[src/rtl/key_debounce_scheduler.sv]
// Four-key debouncer for active-low taps with a round-robin single-slot event output.
// Define KEY_RELEASE_EVT_EN to also report key releases as events.
module key_debounce_scheduler #(
  parameter int unsigned CLK_DIV     = 50_000,
  parameter int unsigned DEBOUNCE_MS = 20
) (
  input  logic       clk,
  input  logic       rst,
  input  logic [3:0] tap,
  output logic [3:0] key_level,
  output logic       event_valid,
  input  logic       event_ready,
  output logic [1:0] event_key,
  output logic       event_release,
  output logic       overflow
);

  localparam int unsigned NUM_KEYS = 4;
  localparam int unsigned KEY_W    = 2;
  localparam int unsigned CNT_W    = 5;
  localparam int unsigned PRE_W    = $clog2(CLK_DIV);

  localparam logic [PRE_W-1:0] PRE_MAX   = PRE_W'(CLK_DIV - 1);
  localparam logic [CNT_W-1:0] DB_TARGET = CNT_W'(DEBOUNCE_MS);

  typedef enum logic [1:0] {
    IDLE = 2'd0,
    FALL = 2'd1,
    HOLD = 2'd2,
    RISE = 2'd3
  } state_t;

  logic [NUM_KEYS-1:0] sync_q1;
  logic [NUM_KEYS-1:0] sync_q2;
  logic [PRE_W-1:0]    pre_cnt;
  logic                tick;

  state_t              state [NUM_KEYS];
  logic [CNT_W-1:0]    cnt   [NUM_KEYS];

  logic [NUM_KEYS-1:0] press_pend;
  logic [NUM_KEYS-1:0] press_set_c;
  logic [NUM_KEYS-1:0] press_clr_c;
  logic [NUM_KEYS-1:0] key_req_c;
  logic [KEY_W-1:0]    last_grant;
  logic [KEY_W-1:0]    scan_key;
  logic [KEY_W-1:0]    grant_key_c;
  logic                grant_c;
  logic                load_c;
  logic                drop_c;

`ifdef KEY_RELEASE_EVT_EN
  logic [NUM_KEYS-1:0] rel_pend;
  logic [NUM_KEYS-1:0] rel_set_c;
  logic [NUM_KEYS-1:0] rel_clr_c;
  logic                grant_rel_c;
`endif

  // Two-flop synchronizer; idle (released) level is 1
  always_ff @(posedge clk or posedge rst) begin
    if (rst) begin
      sync_q1 <= '1;
      sync_q2 <= '1;
    end else begin
      sync_q1 <= tap;
      sync_q2 <= sync_q1;
    end
  end

  // Free-running debounce tick prescaler
  assign tick = (pre_cnt == PRE_MAX);

  always_ff @(posedge clk or posedge rst) begin
    if (rst) begin
      pre_cnt <= '0;
    end else if (tick) begin
      pre_cnt <= '0;
    end else begin
      pre_cnt <= pre_cnt + PRE_W'(1);
    end
  end

  // Per-key debounce FSMs; key_level tracks entry into and exit from HOLD
  always_ff @(posedge clk or posedge rst) begin
    if (rst) begin
      for (int i = 0; i < int'(NUM_KEYS); i++) begin
        state[i] <= IDLE;
        cnt[i]   <= '0;
      end
      key_level <= '0;
    end else begin
      for (int i = 0; i < int'(NUM_KEYS); i++) begin
        case (state[i])
          IDLE: begin
            if (!sync_q2[i]) begin
              state[i] <= FALL;
              cnt[i]   <= '0;
            end
          end
          FALL: begin
            if (sync_q2[i]) begin
              state[i] <= IDLE;
              cnt[i]   <= '0;
            end else if (cnt[i] == DB_TARGET) begin
              state[i]     <= HOLD;
              cnt[i]       <= '0;
              key_level[i] <= 1'b1;
            end else if (tick) begin
              cnt[i] <= cnt[i] + CNT_W'(1);
            end
          end
          HOLD: begin
            if (sync_q2[i]) begin
              state[i]     <= RISE;
              key_level[i] <= 1'b0;
            end
          end
          RISE: begin
            state[i] <= IDLE;
          end
          default: begin
            state[i]     <= IDLE;
            key_level[i] <= 1'b0;
          end
        endcase
      end
    end
  end

  // Event sources decoded from FSM transitions
  always_comb begin
    press_set_c = '0;
`ifdef KEY_RELEASE_EVT_EN
    rel_set_c   = '0;
`endif
    for (int i = 0; i < int'(NUM_KEYS); i++) begin
      press_set_c[i] = (state[i] == FALL) && !sync_q2[i] && (cnt[i] == DB_TARGET);
`ifdef KEY_RELEASE_EVT_EN
      rel_set_c[i]   = (state[i] == RISE);
`endif
    end
  end

`ifdef KEY_RELEASE_EVT_EN
  assign key_req_c = press_pend | rel_pend;
`else
  assign key_req_c = press_pend;
`endif

  // Round-robin arbiter starting after the last granted key; press wins over release
  always_comb begin
    load_c      = !event_valid || event_ready;
    grant_c     = 1'b0;
    grant_key_c = '0;
    scan_key    = '0;
    press_clr_c = '0;
`ifdef KEY_RELEASE_EVT_EN
    rel_clr_c   = '0;
    grant_rel_c = 1'b0;
`endif
    for (int n = 1; n <= int'(NUM_KEYS); n++) begin
      scan_key = last_grant + KEY_W'(n);
      if (!grant_c && key_req_c[scan_key]) begin
        grant_c     = 1'b1;
        grant_key_c = scan_key;
      end
    end
`ifdef KEY_RELEASE_EVT_EN
    grant_rel_c = !press_pend[grant_key_c];
    if (load_c && grant_c) begin
      press_clr_c[grant_key_c] = !grant_rel_c;
      rel_clr_c[grant_key_c]   = grant_rel_c;
    end
`else
    if (load_c && grant_c) begin
      press_clr_c[grant_key_c] = 1'b1;
    end
`endif
  end

  // A set landing on a still-pending bit that is not being granted is dropped
`ifdef KEY_RELEASE_EVT_EN
  assign drop_c = |(press_set_c & press_pend & ~press_clr_c) |
                  |(rel_set_c & rel_pend & ~rel_clr_c);
`else
  assign drop_c = |(press_set_c & press_pend & ~press_clr_c);
`endif

  always_ff @(posedge clk or posedge rst) begin
    if (rst) begin
      press_pend <= '0;
      overflow   <= 1'b0;
    end else begin
      press_pend <= (press_pend & ~press_clr_c) | press_set_c;
      if (drop_c) begin
        overflow <= 1'b1;
      end
    end
  end

`ifdef KEY_RELEASE_EVT_EN
  always_ff @(posedge clk or posedge rst) begin
    if (rst) begin
      rel_pend <= '0;
    end else begin
      rel_pend <= (rel_pend & ~rel_clr_c) | rel_set_c;
    end
  end
`endif

  // Output slot: reloads when empty or when the held event is accepted
  always_ff @(posedge clk or posedge rst) begin
    if (rst) begin
      event_valid <= 1'b0;
      event_key   <= '0;
      last_grant  <= KEY_W'(NUM_KEYS - 1);
    end else if (load_c) begin
      event_valid <= grant_c;
      if (grant_c) begin
        event_key  <= grant_key_c;
        last_grant <= grant_key_c;
      end
    end
  end

`ifdef KEY_RELEASE_EVT_EN
  always_ff @(posedge clk or posedge rst) begin
    if (rst) begin
      event_release <= 1'b0;
    end else if (load_c && grant_c) begin
      event_release <= grant_rel_c;
    end
  end
`else
  assign event_release = 1'b0;
`endif

endmodule
[config.mk]
export PLATFORM = sky130hd
export DESIGN_NAME = key_debounce_scheduler
export DESIGN_NICKNAME = d
export VERILOG_FILES = /design/src/rtl/key_debounce_scheduler.sv
export SDC_FILE = /design/constraint.sdc
export NUM_CORES = 1
export LEC_CHECK = 0
export ABC_CLOCK_PERIOD_IN_PS = 2550
export CORE_ASPECT_RATIO = 1.4
export CORE_UTILIZATION = 35
export DETAILED_ROUTE_END_ITERATION = 10
export PLACE_DENSITY_LB_ADDON = 0.08
export SYNTH_ARGS = -nofsm -noshare
export SYNTH_HDL_FRONTEND = slang
export SYNTH_SLANG_ARGS = --single-unit
[constraint.sdc]
create_clock -name clk -period 2.55 [get_ports clk]
set_input_delay 0.255 -clock clk [delete_from_list [all_inputs] [get_ports clk]]
set_output_delay 0.255 -clock clk [all_outputs]
set_load 0.05 [all_outputs]
# Yosys cells after proc, flatten, opt, wreduce, memory -nomap -nowiden
# Index checks and enable logic that the tools add are counted.
[classes]
n_reduce_logical = 48
n_lt_le_gt_ge = 6
eq_ne = 41
muxes = 76
bitwise = 5
n_addsub = 8
[ops]
columns = ["cell", "count"]
rows = [
  ["$mux 5", 16],
  ["$mux 2", 20],
  ["$pmux 5 s2", 4],
  ["$ne 2x2->1 const B", 16],
  ["$pmux 2 s4", 4],
  ["$reduce_and 3->1", 8],
  ["$mux 1", 21],
  ["$add 5x1->5 const B", 4],
  ["$eq 5x5->1 const B", 4],
  ["$add 16x1->16 const B", 1],
  ["$eq 16x16->1 const B", 1],
  ["$eq 2x2->1 const B", 8],
  ["$mux 16", 1],
  ["$ne 4x4->1 const B", 4],
  ["$reduce_and 4->1", 4],
  ["$reduce_bool 2->1", 8],
  ["$lt 2x3->1 const B", 5],
  ["$logic_and 1x1->1", 13],
  ["$and 4x4->4", 3],
  ["$ne 3x3->1 const B", 4],
  ["$bmux 1 s2", 4],
  ["$eq 2x1->1 const B", 4],
  ["$logic_not 1->1", 8],
  ["$logic_not 2->1", 4],
  ["other kinds (11)", 15],
]
[word_totals]
regBits = 66
wordCells = 204
in_bits = 7
out_inout_bits = 9

# Depth between registers and ports, before layout
[depth]
word_depth = 21
mapped_depth = 8

# Least setup slack after synthesis
# No wires, ideal clock.
[synth_timing]
path_kind = "reg2reg"
from = "register event_valid"
to = "register overflow"
synth_period_minus_slack_ns = 1.728
slack_ns = 0.822
path_stages_with_launch = 7
arrival_ns = 1.595
required_ns = 2.417
path_buffers = 1
path_cell_list = "dfrtp_1 -> nor2b_1 -> or2_1 -> buf_4 -> nor4bb_1 -> a211o_1 -> o211ai_2"
[synth_between]
elab_chain_cells = 7
[synth_rtl]
columns = ["item", "line", "text"]
rows = [
  ["start: declaration", "11", "output logic event_valid,"],
  ["start signal: assignment", "218", "event_valid <= grant_c;"],
  ["$logic_not 1->1", "152", "load_c = !event_valid || event_ready;"],
  ["$logic_or 1x1->1", "152", ""],
  ["$logic_and 1x1->1", "175", "if (load_c && grant_c) begin"],
  ["$mux 4", "175", ""],
  ["$not 4->4", "186", "assign drop_c = |(press_set_c & press_pend & ~press_clr_c);"],
  ["$and 4x4->4", "186", ""],
  ["$reduce_or 4->1", "186", ""],
  ["end signal: assignment", "192", "overflow <= 1'b0;"],
  ["end signal: assignment", "196", "overflow <= 1'b1;"],
  ["end: declaration", "15", "output logic overflow"],
]
# No other way between the ends.
# A chain may end at the register's enable or synchronous reset.

# Final worst setup path
[layout_timing]
from = "register pre_cnt[0]"
to = "register cnt[8] (netlist name)"
[layout_between]
elab_chain_cells = 3
[layout_rtl]
columns = ["item", "line", "text"]
rows = [
  ["start: declaration", "35", "logic [PRE_W-1:0] pre_cnt;"],
  ["start signal: assignment", "79", "pre_cnt <= pre_cnt + PRE_W'(1);"],
  ["$eq 16x16->1", "71", "assign tick = (pre_cnt == PRE_MAX);"],
  ["$ne 4x4->1 (no source line)", "-", ""],
  ["$reduce_and 3->1 (no source line)", "-", ""],
  ["end signal: indexed assignment", "109", "cnt[i] <= cnt[i] + CNT_W'(1);"],
  ["end: declaration", "39", "logic [CNT_W-1:0] cnt [NUM_KEYS];"],
]
# No other way between the ends.

==> impl_results.md <==
* Post-synth net total at 338
* Final instance area at 3810 sq um
* Status: completed
* Post-synth ARST share at 1.00
* Starting Density at 0.359
* Top Layer Used: met4
* Metal-1 WL at 2970 um
* Share of post-route cells with drive strength above 1 at 0.110
* Row Count at 41
* Die Y at between 100 and 150 um
* Placed instance count at roughly 440
* Commonest non-fill, non-tap cell in the layout: dfrtp_1
* Post-CTS setup buffer count at 0
* Met2 WL at 2860 um
* Worst Path Max Fanout at 22
* Worst Path Arrival at 2150 ps
* Num CTS Buffers at 9
* Cells after Synth at 322
* Grt total ovfl at 0
* CTS root buffer: clkbuf_16
* Max VDD drop at 553 uV
* GPL Wtd Cong at about 0.76
* Met3 WL at 112 um
* Layout net count at 357
* Final WS setup at 601 ps
* Yosys warns at 0
* Flops & latches, synth at 66
* Via count at 2350
* Critical path class: flop to flop
* Power Dens Cells at about 750 nW/um^2
* Drc violations at 0
* Fin. Hold Viols at 0
* Largest net degree at the start of global routing at 67
* Final wirelength at 6080 um
* IO Port Bufs at 14
* Overall routing resource usage at 0.140
* Pre-Repair DR Iteration Count at 5
* Area of the core at 9030 sq um
* Static Leakage at between 1.5 and 2 nW
* Post-synthesis sequential area ratio at 0.513
* Relative slew slack at 0.668
* Most frequent cells in the layout: 56 x dfrtp_1, 40 x nand2_1, 30 x nor2_1
* Fin Clk Skew at 6.85 ps
* Avg Vias per Cell at 5.19
* Startpoint Class: flop
* Longest Clk Path Bufs at 2
* First-pass GRT wire length at 10700 um
* Die width at roughly 83 um
* Max-Cap Viols at 0
* Initial DRC Count at 95
* CTS sink count at 66
* Finished Layout Cells at 453
* Area growth, synth to finish at 17.4%
* DR WL/cell at approximately 13 um
* HP Class: primary input to async pin
* Netlist Area Pre-Place at 3240 sq um
* Setup TNS Final at 0 ps
* Max Freq at 513 MHz
* Post-synth EDFFs at 0
* Post-CTS sizing at 0
* CP Capture Type: flop
* Later-pin clock latency in the skew report at 330 ps
* Fillcell total at 871
* Final setup vio count at 0
* Tmin final at 1950 ps
* Dpl hpwl at 4020 um
* DP Area at 3490 sq um
* Main flop type after synthesis: dfrtp_1
* N_diodes at 0
* Final ANT Viol Nets at 0
* Initial antenna violation count at 0
* Period utilization at 0.764
* Library cells used by synthesis at 55
* # hold bufs at CTS at 0
* Die ar. at approximately 9700 sq um
* Hold_ws at 327 ps
* Pre-CTS setup slack at around 610 ps
* Clk slew on worst S/H paths at 50 ps
* RSZ-0062 raised after global routing: no
* Vias in the first global route at 2291
* Max Slew Vio Count at 0
* Maximum level of the CTS H-tree at 3
* Synth Area per Inst at 10.1 sq um
* Req. time, crit path at around 2800 ps
* Actual slew at the worst max-slew pin at 496 ps
* Top-level I/O count at 16
* CTS tree: done
==> per-stage QoR <==
step | util | total power [mW]
final | 0.422 | 2.86
after global routing | 0.422 | 2.99
after CTS | 0.422 | 2.91
after detailed placement | 0.387 | 1.59
after global placement | 0.387 | 1.59
after floorplan | - | 1.49
==> layer usage <==
| layer | global-route usage | vias to the layer above |
|---|---|---|
| li1 | - | 1185 |
| met1 | 0.173 | 1134 |
| met2 | 0.228 | 21 |
| met3 | 0.0342 | 10 |
| met4 | 0.0759 | 0 |
| met5 | 0 | - |
==> state kept, by name, summed over array words and instances (netlist names), named ones only <==
signal / cells
sync_q2: 4
event_valid: 1
key_level: 4
last_grant: 2
key_req_c: 4
pre_cnt: 16
overflow: 1
cnt: 20
state: 4
event_key: 2
sync_q1: 4
==> critical path, stage by stage, from the launching register on <==
cell and delay [ps]:
dfrtp_1 400, ha_1 230, and4b_1 210, and4_1 220, buf_4 270, nand4_1 140
nor2b_1 150, o21ai_1 120, o31ai_1 80
==> where the power goes <==
group	total (mW)	leakage (nW)	internal [mW]	switching [mW]
Sequential	1.17	0.852	1.12	0.0520
Clock	1.28	0.156	0.864	0.421
Combinational	0.399	0.741	0.147	0.252
==> synthesized netlist by cell type (all sizes together), types with 4 or more instances <==
library cell / n / area share
dfrtp: 56 / 0.43
nand2: 41 / 0.048
nor2: 30 / 0.035
inv: 20 / 0.023
o21ai: 20 / 0.032
a21oi: 10 / 0.015
dfstp: 10 / 0.081
ha: 9 / 0.035
nand3: 9 / 0.014
o31ai: 9 / 0.021
a21o: 8 / 0.019
buf: 8 / 0.019
nor2b: 8 / 0.015
xor2: 8 / 0.022
nand4: 7 / 0.013
xnor2: 6 / 0.016
and4b: 5 / 0.017
a22o: 4 / 0.011
o211ai: 4 / 0.011
o21bai: 4 / 0.010
==> path summary, 6_finish.rpt <==
| check | slack (ps) | end | startpoint | depth (start not counted) |
|---|---|---|---|---|
| setup / recovery | 600 | cnt[8]$_DFFE_PP0P_ | pre_cnt[0]$_DFF_PP0_ | 8 |
| max in group asynchronous | 1900 | last_grant[1]$_DFFE_PP1P_ | rst | 3 |
| hold / removal | 330 | event_key[1]$_DFFE_PP0P_ | rst | 3 |
| min in group clk | 330 | sync_q1[1]$_DFF_PP1_ | tap[1] | 1 |
| setup reg to reg | 600 | cnt[8]$_DFFE_PP0P_ | pre_cnt[0]$_DFF_PP0_ | 8 |
| hold reg to reg | 350 | sync_q2[0]$_DFF_PP1_ | sync_q1[0]$_DFF_PP1_ | 0 |
==> kinds of logic after synthesis <==
logic type | after synthesis | share of synthesized area
flops | 66 | 0.513
buf+inv | 29 | 0.0428
simple gates | 125 | 0.197
other cells | 1 | 0.00116
fa+ha+maj | 9 | 0.0347
mux | 1 | 0.00309
xor+xnor | 14 | 0.0378
compound gates | 77 | 0.170
==> cell type report <==
| cell class | instances | area [sq um] | share of cell area |
|---|---|---|---|
| Clock inverter | 1 | 30.0 | 0.00789 |
| Timing Repair Buffer | 17 | 175 | 0.0460 |
| Sequential cell | 66 | 1660 | 0.437 |
| Multi-Input combinational cell | 227 | 1440 | 0.379 |
| Clock buffer | 15 | 288 | 0.0756 |
| Tap cell | 107 | 134 | 0.0352 |
| Inverter | 20 | 75.1 | 0.0197 |
No activity file was read; power rests on OpenSTA's default activity.
